File: src/rtl/ctrl_exposure_autorepeat_if.sv
// Button/lock inputs and exposure-value outputs of the exposure auto-repeat controller.
interface ctrl_exposure_autorepeat_if #(
  parameter int unsigned W = 5
) ();
  logic         exp_inc;
  logic         exp_dec;
  logic         lock;
  logic [W-1:0] ex_time;
  logic         at_min;
  logic         at_max;
  logic         changed;

  modport master (
    output exp_inc, exp_dec, lock,
    input  ex_time, at_min, at_max, changed
  );

  modport slave (
    input  exp_inc, exp_dec, lock,
    output ex_time, at_min, at_max, changed
  );
endinterface

File: src/rtl/ctrl_exposure_autorepeat.sv
// Exposure-time controller: synchronised, debounced inc/dec buttons with hold-to-repeat,
// saturating between MIN_T and MAX_T, frozen while lock is high.
module ctrl_exposure_autorepeat #(
  parameter int unsigned W             = 5,
  parameter int unsigned MIN_T         = 2,
  parameter int unsigned MAX_T         = 30,
  parameter int unsigned INIT_T        = 15,
  parameter int unsigned STEP          = 1,
  parameter int unsigned DEBOUNCE      = 4,
  parameter int unsigned REPEAT_DELAY  = 16,
  parameter int unsigned REPEAT_PERIOD = 4,
  parameter int unsigned CNT_W         = 16
) (
  input  logic                         clk,
  input  logic                         reset,
  ctrl_exposure_autorepeat_if.slave    bus
);

  typedef enum logic [1:0] {StIdle, StQual, StHold, StRpt} state_e;
  typedef enum logic [1:0] {DirNone, DirInc, DirDec} dir_e;

  localparam logic [W-1:0]     MinT    = W'(MIN_T);
  localparam logic [W-1:0]     MaxT    = W'(MAX_T);
  localparam logic [W-1:0]     InitT   = W'(INIT_T);
  localparam logic [W-1:0]     StepT   = W'(STEP);
  localparam logic [W:0]       MinW    = (W+1)'(MIN_T);
  localparam logic [W:0]       MaxW    = (W+1)'(MAX_T);
  localparam logic [W:0]       StepW   = (W+1)'(STEP);
  localparam logic [CNT_W-1:0] DebLast = CNT_W'(DEBOUNCE - 1);
  localparam logic [CNT_W-1:0] DlyLast = CNT_W'(REPEAT_DELAY - 1);
  localparam logic [CNT_W-1:0] PerLast = CNT_W'(REPEAT_PERIOD - 1);

  logic             r_inc_s1, r_inc_s2, r_dec_s1, r_dec_s2;
  state_e           r_state, w_state_d;
  logic [CNT_W-1:0] r_timer, w_timer_d;
  dir_e             r_dir, w_dir_d, w_dir;
  logic             w_step, w_apply;
  logic [W:0]       w_sum;
  logic [W-1:0]     w_next;
  logic [W-1:0]     r_ex_time;
  logic             r_at_min, r_at_max, r_changed;

  // Two-flop synchronisers for the asynchronous buttons
  always_ff @(posedge clk) begin
    if (reset) begin
      r_inc_s1 <= 1'b0;
      r_inc_s2 <= 1'b0;
      r_dec_s1 <= 1'b0;
      r_dec_s2 <= 1'b0;
    end else begin
      r_inc_s1 <= bus.exp_inc;
      r_inc_s2 <= r_inc_s1;
      r_dec_s1 <= bus.exp_dec;
      r_dec_s2 <= r_dec_s1;
    end
  end

  always_comb begin
    w_dir = DirNone;
    if (r_inc_s2 && !r_dec_s2)      w_dir = DirInc;
    else if (r_dec_s2 && !r_inc_s2) w_dir = DirDec;
  end

  always_ff @(posedge clk) begin
    if (reset) begin
      r_state <= StIdle;
      r_timer <= '0;
      r_dir   <= DirNone;
    end else begin
      r_state <= w_state_d;
      r_timer <= w_timer_d;
      r_dir   <= w_dir_d;
    end
  end

  always_comb begin
    w_state_d = r_state;
    w_timer_d = r_timer;
    w_dir_d   = r_dir;
    w_step    = 1'b0;
    unique case (r_state)
      StIdle: begin
        if (w_dir != DirNone) begin
          w_state_d = StQual;
          w_timer_d = '0;
          w_dir_d   = w_dir;
        end
      end
      StQual: begin
        if (w_dir != r_dir) begin
          w_state_d = StIdle;
          w_timer_d = '0;
        end else if (r_timer == DebLast) begin
          w_step    = 1'b1;
          w_state_d = StHold;
          w_timer_d = '0;
        end else begin
          w_timer_d = r_timer + CNT_W'(1);
        end
      end
      StHold: begin
        if (w_dir != r_dir) begin
          w_state_d = StIdle;
          w_timer_d = '0;
        end else if (r_timer == DlyLast) begin
          w_step    = 1'b1;
          w_state_d = StRpt;
          w_timer_d = '0;
        end else begin
          w_timer_d = r_timer + CNT_W'(1);
        end
      end
      StRpt: begin
        if (w_dir != r_dir) begin
          w_state_d = StIdle;
          w_timer_d = '0;
        end else if (r_timer == PerLast) begin
          w_step    = 1'b1;
          w_timer_d = '0;
        end else begin
          w_timer_d = r_timer + CNT_W'(1);
        end
      end
      default: begin
        w_state_d = StIdle;
        w_timer_d = '0;
      end
    endcase
  end

  // Saturating step in W+1 bits so the sum can never wrap
  always_comb begin
    w_sum  = {1'b0, r_ex_time} + StepW;
    w_next = r_ex_time;
    if (r_dir == DirInc) begin
      w_next = (w_sum > MaxW) ? MaxT : w_sum[W-1:0];
    end else if (r_dir == DirDec) begin
      w_next = ({1'b0, r_ex_time} < (MinW + StepW)) ? MinT : (r_ex_time - StepT);
    end
  end

  // Lock only drops the value update; the FSM schedule is unaffected
  assign w_apply = w_step && !bus.lock;

  always_ff @(posedge clk) begin
    if (reset) begin
      r_ex_time <= InitT;
      r_at_min  <= (INIT_T == MIN_T);
      r_at_max  <= (INIT_T == MAX_T);
      r_changed <= 1'b0;
    end else begin
      r_changed <= w_apply && (w_next != r_ex_time);
      if (w_apply) begin
        r_ex_time <= w_next;
        r_at_min  <= (w_next == MinT);
        r_at_max  <= (w_next == MaxT);
      end
    end
  end

  assign bus.ex_time = r_ex_time;
  assign bus.at_min  = r_at_min;
  assign bus.at_max  = r_at_max;
  assign bus.changed = r_changed;

endmodule
File: src/flat_wrapper.sv
// flat-port wrapper written by rule: the top's interface ports become plain ports
module ctrl_exposure_autorepeat_flat 
#(
  parameter int unsigned W             = 5,
  parameter int unsigned MIN_T         = 2,
  parameter int unsigned MAX_T         = 30,
  parameter int unsigned INIT_T        = 15,
  parameter int unsigned STEP          = 1,
  parameter int unsigned DEBOUNCE      = 4,
  parameter int unsigned REPEAT_DELAY  = 16,
  parameter int unsigned REPEAT_PERIOD = 4,
  parameter int unsigned CNT_W         = 16
)
  (clk, reset, bus_exp_inc, bus_exp_dec, bus_lock, bus_ex_time, bus_at_min, bus_at_max, bus_changed);
  ctrl_exposure_autorepeat_if #(.W(W)) bus_i ();
  input  logic clk;
  input  logic reset;
  input wire logic [$bits(bus_i.exp_inc)-1:0] bus_exp_inc;
  input wire logic [$bits(bus_i.exp_dec)-1:0] bus_exp_dec;
  input wire logic [$bits(bus_i.lock)-1:0] bus_lock;
  output wire logic [$bits(bus_i.ex_time)-1:0] bus_ex_time;
  output wire logic [$bits(bus_i.at_min)-1:0] bus_at_min;
  output wire logic [$bits(bus_i.at_max)-1:0] bus_at_max;
  output wire logic [$bits(bus_i.changed)-1:0] bus_changed;
  assign bus_i.exp_inc = bus_exp_inc;
  assign bus_i.exp_dec = bus_exp_dec;
  assign bus_i.lock = bus_lock;
  assign bus_ex_time = bus_i.ex_time;
  assign bus_at_min = bus_i.at_min;
  assign bus_at_max = bus_i.at_max;
  assign bus_changed = bus_i.changed;
  ctrl_exposure_autorepeat #(.W(W), .MIN_T(MIN_T), .MAX_T(MAX_T), .INIT_T(INIT_T), .STEP(STEP), .DEBOUNCE(DEBOUNCE), .REPEAT_DELAY(REPEAT_DELAY), .REPEAT_PERIOD(REPEAT_PERIOD), .CNT_W(CNT_W)) u_core (.clk(clk), .reset(reset), .bus(bus_i));
endmodule
File: config.mk
export PLATFORM = sky130hd
export DESIGN_NAME = ctrl_exposure_autorepeat_flat
export DESIGN_NICKNAME = d
export VERILOG_FILES = /design/src/rtl/ctrl_exposure_autorepeat_if.sv /design/src/rtl/ctrl_exposure_autorepeat.sv /design/src/flat_wrapper.sv
export SDC_FILE = /design/constraint.sdc
export NUM_CORES = 1
export LEC_CHECK = 0
export ABC_AREA = 0
export CAP_MARGIN = 25
export CORE_MARGIN = 8
export CORE_UTILIZATION = 45
export CTS_CLUSTER_DIAMETER = 200
export CTS_CLUSTER_SIZE = 40
export DETAILED_ROUTE_END_ITERATION = 10
export DONT_BUFFER_PORTS = 1
export PLACE_DENSITY = 0.69
export SYNTH_ARGS = -nofsm -noshare
export SYNTH_HDL_FRONTEND = slang
export SYNTH_SLANG_ARGS = --single-unit
File: constraint.sdc
create_clock -name clk -period 2.2 [get_ports clk]
set_clock_uncertainty 0.15 [all_clocks]
set_input_delay 0.22 -clock clk [delete_from_list [all_inputs] [get_ports clk]]
set_output_delay 0.22 -clock clk [all_outputs]
set_load 0.005 [all_outputs]
# After elaboration in Yosys (flattened, before gate mapping)
# Cells that the tools add are included.
dict set report classes {
  n_addsub 3
  n_mul 0
  div 0
  order_cmp 2
  eq_ne 15
  shifts 0
  n_mux 24
  n_bitwise 0
  n_reduce_logical 12
}
# operator n
set op_table {}
lappend op_table {{$mux W16} 5}
lappend op_table {{$pmux W16 S3} 1}
lappend op_table {{$mux W5} 4}
lappend op_table {{$add A16 B1 Y16 const B} 1}
lappend op_table {{$eq A16 B2 Y1 const B} 1}
lappend op_table {{$eq A16 B4 Y1 const B} 1}
lappend op_table {{$mux W2} 8}
lappend op_table {{$pmux W2 S4} 1}
lappend op_table {{$add A5 B1 Y6 const B} 1}
lappend op_table {{$eq A2 B2 Y1 const B} 3}
lappend op_table {{$gt A6 B5 Y1 const B} 1}
lappend op_table {{$ne A3 B1 Y1 const B} 2}
lappend op_table {{$eq A5 B2 Y1 const B} 1}
lappend op_table {{$eq A5 B5 Y1 const B} 1}
lappend op_table {{$lt A5 B2 Y1 const B} 1}
lappend op_table {{$ne A5 B5 Y1} 1}
lappend op_table {{$sub A5 B1 Y5 const B} 1}
lappend op_table {{$eq A2 B1 Y1 const B} 2}
lappend op_table {{$logic_and A1 B1 Y1} 4}
lappend op_table {{$mux W1} 4}
lappend op_table {{$ne A2 B1 Y1 const B} 2}
lappend op_table {{$reduce_and A4 Y1} 1}
lappend op_table {{$logic_not A1 Y1} 3}
lappend op_table {{$logic_not A2 Y1} 1}
lappend op_table {{other kinds (5)} 5}
dict set report word_totals {
  regBits 32
  latch_bits 0
  ramBits 0
  romBits 0
  in_bits 5
  wordCells 67
  n_memories 0
}

# Logic depth before layout (Yosys ltp)
dict set report logic_depth {
  ltp_word 9
  depth_mapped 9
  depth_no_buf 8
}

# Least setup slack after synthesis
# Ideal clock, no wire load.
dict set report synth_timing {
  kind {register to register}
  start {register u_core.r_ex_time[0], in the netlist u_core.bus.ex_time[0]}
  end {register u_core.r_changed, in the netlist u_core.bus.changed}
  setup_ns 0.120
  arrival_ns 1.982
  required_time_ns 1.930
  path_slack_ns -0.051
  path_stages_with_launch 10
  synth_period_minus_slack_ns 2.251
  cell_sequence {dfxtp_1 buf_1 inv_1 ha_1 nor2_1 a21oi_1 o21a_1 nor2_1 xnor2_1 o31a_1}
}
dict set report synth_via {
  elab_chain_cells 6
  word_cells_on_any_way 10
}
# item line_no
set synth_lines {}
lappend synth_lines {{from (decl)} ctrl_exposure_autorepeat.sv:40} ;# logic [W-1:0] r_ex_time;
lappend synth_lines {{from (signal assigned)} ctrl_exposure_autorepeat.sv:147} ;# r_ex_time <= InitT;
lappend synth_lines {{from (signal assigned)} ctrl_exposure_autorepeat.sv:154} ;# r_ex_time <= w_next;
lappend synth_lines {{$add A5 B1 Y6, or another cell as far along} ctrl_exposure_autorepeat.sv:133} ;# w_sum = {1'b0, r_ex_time} + StepW;
lappend synth_lines {{$gt A6 B5 Y1 / $mux W5 (equally long branches)} {ctrl_exposure_autorepeat.sv:136, ctrl_exposure_autorepeat.sv:138}}
lappend synth_lines {{$mux W5, on equally long branches} {ctrl_exposure_autorepeat.sv:136, ctrl_exposure_autorepeat.sv:137}}
lappend synth_lines {{$mux W5} ctrl_exposure_autorepeat.sv:135} ;# if (r_dir == DirInc) begin
lappend synth_lines {{$ne A5 B5 Y1 *} ctrl_exposure_autorepeat.sv:152} ;# r_changed <= w_apply && (w_next != r_ex_time);
lappend synth_lines {{$logic_and A1 B1 Y1 *} ctrl_exposure_autorepeat.sv:152}
lappend synth_lines {{to (signal assigned)} ctrl_exposure_autorepeat.sv:152}
lappend synth_lines {{to (decl)} ctrl_exposure_autorepeat.sv:41} ;# logic r_at_min, r_at_max, r_changed;
# Mark *: on every way between the ends. The rest lies on a longest branch, timed or not.
# A chain may end at the register's enable or synchronous reset.

# Worst setup path in the final report
dict set report layout_timing {
  start {register u_core.r_dec_s2}
  end {register u_core.r_ex_time[0], in the netlist u_core.bus.ex_time[0]}
}
dict set report layout_via {
  elab_chain_cells 7
  word_cells_on_any_way 10
}
# item line_no
set layout_lines {}
lappend layout_lines {{from (decl)} ctrl_exposure_autorepeat.sv:33} ;# logic r_inc_s1, r_inc_s2, r_dec_s1, r_dec_s2;
lappend layout_lines {{from (signal assigned)} ctrl_exposure_autorepeat.sv:54} ;# r_dec_s2 <= r_dec_s1;
lappend layout_lines {{$logic_not A1 Y1 *} ctrl_exposure_autorepeat.sv:60} ;# if (r_inc_s2 && !r_dec_s2) w_dir = DirInc;
lappend layout_lines {{$logic_and A1 B1 Y1 *} ctrl_exposure_autorepeat.sv:60}
lappend layout_lines {{$mux W2 *} ctrl_exposure_autorepeat.sv:60}
lappend layout_lines {{net u_core.w_dir[0]} ctrl_exposure_autorepeat.sv:36} ;# dir_e r_dir, w_dir_d, w_dir;
lappend layout_lines {{$ne A2 B2 Y1 *} {ctrl_exposure_autorepeat.sv:90, ctrl_exposure_autorepeat.sv:102, ctrl_exposure_autorepeat.sv:114}}
lappend layout_lines {{$mux W1, on equally long branches} {ctrl_exposure_autorepeat.sv:90, ctrl_exposure_autorepeat.sv:102}}
lappend layout_lines {{$pmux W1 S2 *} ctrl_exposure_autorepeat.sv:81} ;# unique case (r_state)
lappend layout_lines {{$logic_and A1 B1 Y1 *} ctrl_exposure_autorepeat.sv:143} ;# assign w_apply = w_step && !bus.lock;
# The timed path passes the listed nets; every way through them passes the cells marked *.

==> summary.txt <==
Run status
  – Run status: complete, no violations

CTS
  – CTS Buf Count: 5
  – H-tree levels: 2
  – # clock sinks: 32
  – CTS tree: done
  – Max Root-Sink Buffers: 2
  – Worst-path clk slew: 60 ps
  – CTS root buf: clkbuf_8
  – Clock Latency Late Sink: 290 ps

Placement
  – GP Congestion: 0.960
  – Port Buf Inserts: 0
  – Placed instance area: 2360 µm²
  – DP Wirelength: 3980 µm

STA
  – Max transition margin: 53.8%
  – Total negative slack: 0 ps
  – Final Cycle Share: 96.6%
  – Fmax: 471 MHz
  – Final min period: 2130 ps
  – Worst slew pin tran: 692 ps
  – Max Slew Vio Count: 0
  – Final setup vio count: 0
  – Final hold viol count: 0
  – RSZ-0062 raised after global routing: no

Detailed routing
  – Wire per inst: 15.7 µm
  – Via density per instance: 6.06
  – Routed wl met2: 2550 µm
  – DR iter-0 viols: 132
  – Wire length on met1: 2650 µm
  – Final wirelength: 5630 µm
  – DRC: 0
  – Routed length on met3: 385 µm
  – Max Used Layer: met4
  – Routed Antenna Nets: 0
  – Vias: 2,170
  – Pre-antenna DRT Iters: 4

Floorplanning
  – IO Count: 13
  – Die Width: 85.5 µm
  – Initial core utilization: 46.3%
  – Die Y-Extent: 85.5 µm
  – Row count: 25
  – Die Area: 7310 µm²
  – Core region area: 4690 µm²

Worst setup path
  – Worst setup path endpoint: u_core.bus.ex_time[0]
  – Setup slack, reg-to-reg: 70 ps
  – Critical path startpoint: u_core.r_dec_s2
  – RR Startpoint: u_core.r_dec_s2
  – Register-to-Register Path Depth: 6
  – Required time worst endpoint: 2220 ps
  – Critical path's slowest cell: or4_4
  – Critical path launch point type: register
  – Worst Setup End Kind: register
  – CP Max Fanout: 6
  – CP Cell Sequence: inv_1 -> ha_1 -> xor2_1 -> or2_4 -> or4_4 -> a221o_1
  – Worst Path Arrival: 2140 ps
  – Worst path max stage delay: 470 ps
  – FF-to-FF End: u_core.bus.ex_time[0]
  – Critical path class: reg2reg

Yosys
  – Mux cell area share after synthesis: 1.38%
  – Warnings from Yosys: 0
  – Syn Inst Count: 285
  – Synth Area in Adders: 3.45%
  – Post-Syn Area: 2170 µm²
  – EDFF count, synth: 0
  – Dominant cell type by area after synthesis: dfxtp_1
  – Ys flop type: dfxtp_1
  – #FFs+latches synth: 32
  – Seq/Total Area, Yosys: 29.5%
  – Avg Cell Area, Syn: 7.63 µm²
  – Simple-gate share of the synthesized area: 34.0%
  – Syn_nets: 296
  – Synth Area in Compound Gates: 24.3%
  – Distinct cell type count after synthesis: 55
  – Share of flip-flops with an asynchronous set or reset: 0%
  – Post-Synth XOR/XNOR Area: 1.61%
  – Largest family of logic cells by synthesized area: simple AND/OR/NAND/NOR gates
  – Area share of the largest cell type after synthesis: 29.5%
  – Synth top area cells: dfxtp_1 29%, nor2_1 5.4%, o21ai_0 5.3%, nand2_1 4.0%, nand3_1 3.7%

Final layout
  – Commonest non-fill, non-tap cell in the layout: nor2_1
  – Ant. Diodes: 0
  – Fin area: 2560 µm²
  – Fillers: 432
  – Fin nets: 314
  – Synthesis-to-layout area growth: 17.8%
  – Most frequent cells in the layout: 31 x nor2_1, 28 x dfxtp_1, 27 x buf_4
  – Share of cells above drive strength 1: 17.4%
  – Core Util, Final: 54.6%

Global route
  – Gr usage total: 15.1%
  – Vias in the first global route: 1,898
  – Overflow after GRT: 0
  – First-pass GRT wire length: 9050 µm
  – Initial antenna violation count: 0
  – Pin count of the biggest net entering global routing: 23

Pwr
  – Combinational Power Share: 8.9%
  – Leak: 0.000976 µW
  – Sw Ratio: 24.4%
  – Switching power: 285 µW
  – Pint: 883 µW
  – Peak supply drop: 0.566 mV
  – Pwr/cell area: 456 nW/µm²
  – Part of the power in the clock network: 40.2%
  – Part of the power in registers: 50.9%

Flow run
  – Max-Cap Viols: 0

Min path
  – Hold WC Path Type: in2reg
## worst min-delay path by stage
stage | start | end | depth (start not counted)
after global routing | reset | u_core.bus.at_max | 2
after CTS | reset | u_core.bus.at_max | 2
final | reset | u_core.bus.at_max | 2
after detailed placement | reset | u_core.r_timer[3] | 1
after floorplan | bus_exp_dec | u_core.r_dec_s1 | 1
after global placement | reset | u_core.r_timer[3] | 1
## flip-flops by register name, summed over array words and instances, names as in the netlist
register	flops
u_core.bus.at_max	1
u_core.bus.at_min	1
u_core.bus.changed	1
u_core.bus.ex_time	5
u_core.r_dec_s1	1
u_core.r_dec_s2	1
u_core.r_dir	2
u_core.r_inc_s1	1
u_core.r_inc_s2	1
u_core.r_state	2
u_core.r_timer	16
## power by group through the flow
stage	Clock, µW	Sequential [µW]	Combinational, µW
2_1_floorplan	0	603	69.1
3_3_place_gp	0	607	82.8
3_5_place_dp	0	607	84.5
4_1_cts	485	593	94.4
5_1_grt	514	595	113
6_report	470	595	104
## stage by stage
| step | worst slack [ps] | hold slack, ps | total power (µW) | cells |
|---|---|---|---|---|
| 6_report | 74.8 | 9.72 | 1170 | 358 |
| 5_1_grt | 4.33 | 27.8 | 1220 | 358 |
| 3_3_place_gp | 63.8 | 142 | 690 | 344 |
| 3_5_place_dp | 21.9 | 145 | 691 | 344 |
| 2_1_floorplan | 22.3 | 198 | 672 | 285 |
| 4_1_cts | 19.7 | 5.07 | 1170 | 355 |
## layout make-up
type,count,area [µm²],share of cell area (%)
Inverter,8,30.0,1.17
Sequential cell,32,646,25.2
Multi-Input combinational cell,224,1460,57.1
Timing Repair Buffer,32,263,10.3
Clock inverter,2,10.0,0.391
Clock buffer,6,82.6,3.22
Tap cell,54,67.6,2.64
## cell families (layout without fill, tap and decap cells)
group                      count (synthesis)  count (layout)
DFF                                       32              32
AOI/OAI and AO/OA                         79              79
muxes                                      3               3
and+or+nand+nor                          131             132
xor gates and xnor gates                   4               4
buffers and inverters                     30              48
adders and majority gates                  6               6
## layer usage
layer,track usage (%),vias up
met5,0,-
met4,4.46,0
met3,4.11,7
met2,22.8,61
met1,20.3,1022
li1,-,1080
## Yosys cell counts, drive strengths merged (4+ instances only)
| master | count |
|---|---|
| a21oi | 12 |
| a22oi | 4 |
| a31oi | 4 |
| and3 | 7 |
| buf | 7 |
| clkbuf | 15 |
| dfxtp | 32 |
| ha | 6 |
| inv | 8 |
| nand2 | 23 |
| nand2b | 7 |
| nand3 | 17 |
| nand3b | 5 |
| nor2 | 31 |
| nor2b | 10 |
| nor3 | 8 |
| nor4 | 6 |
| o21ai | 23 |
| o31ai | 7 |
| o41ai | 4 |
## what timing repair did
| item | CTS | global route |
|---|---|---|
| setup endpoints to repair | 1 | 17 |
| pin swaps | 0 | 1 |
| endpoints found under the hold margin | 18 | 1 |
| gates cloned | 0 | 1 |
| resized for setup | 1 | 13 |
| hold buffers | 3 | 1 |
| buffers inserted | 0 | 1 |
## worst max-delay path, delay by kind of cell (launching register included)
family	cells	cell delay, ps
fa+ha+maj	1	210
simple gates	2	760
xor+xnor	1	160
compound gates	1	360
buf+inv	1	40
flops	1	330
Power figures use the tool's default switching activity.
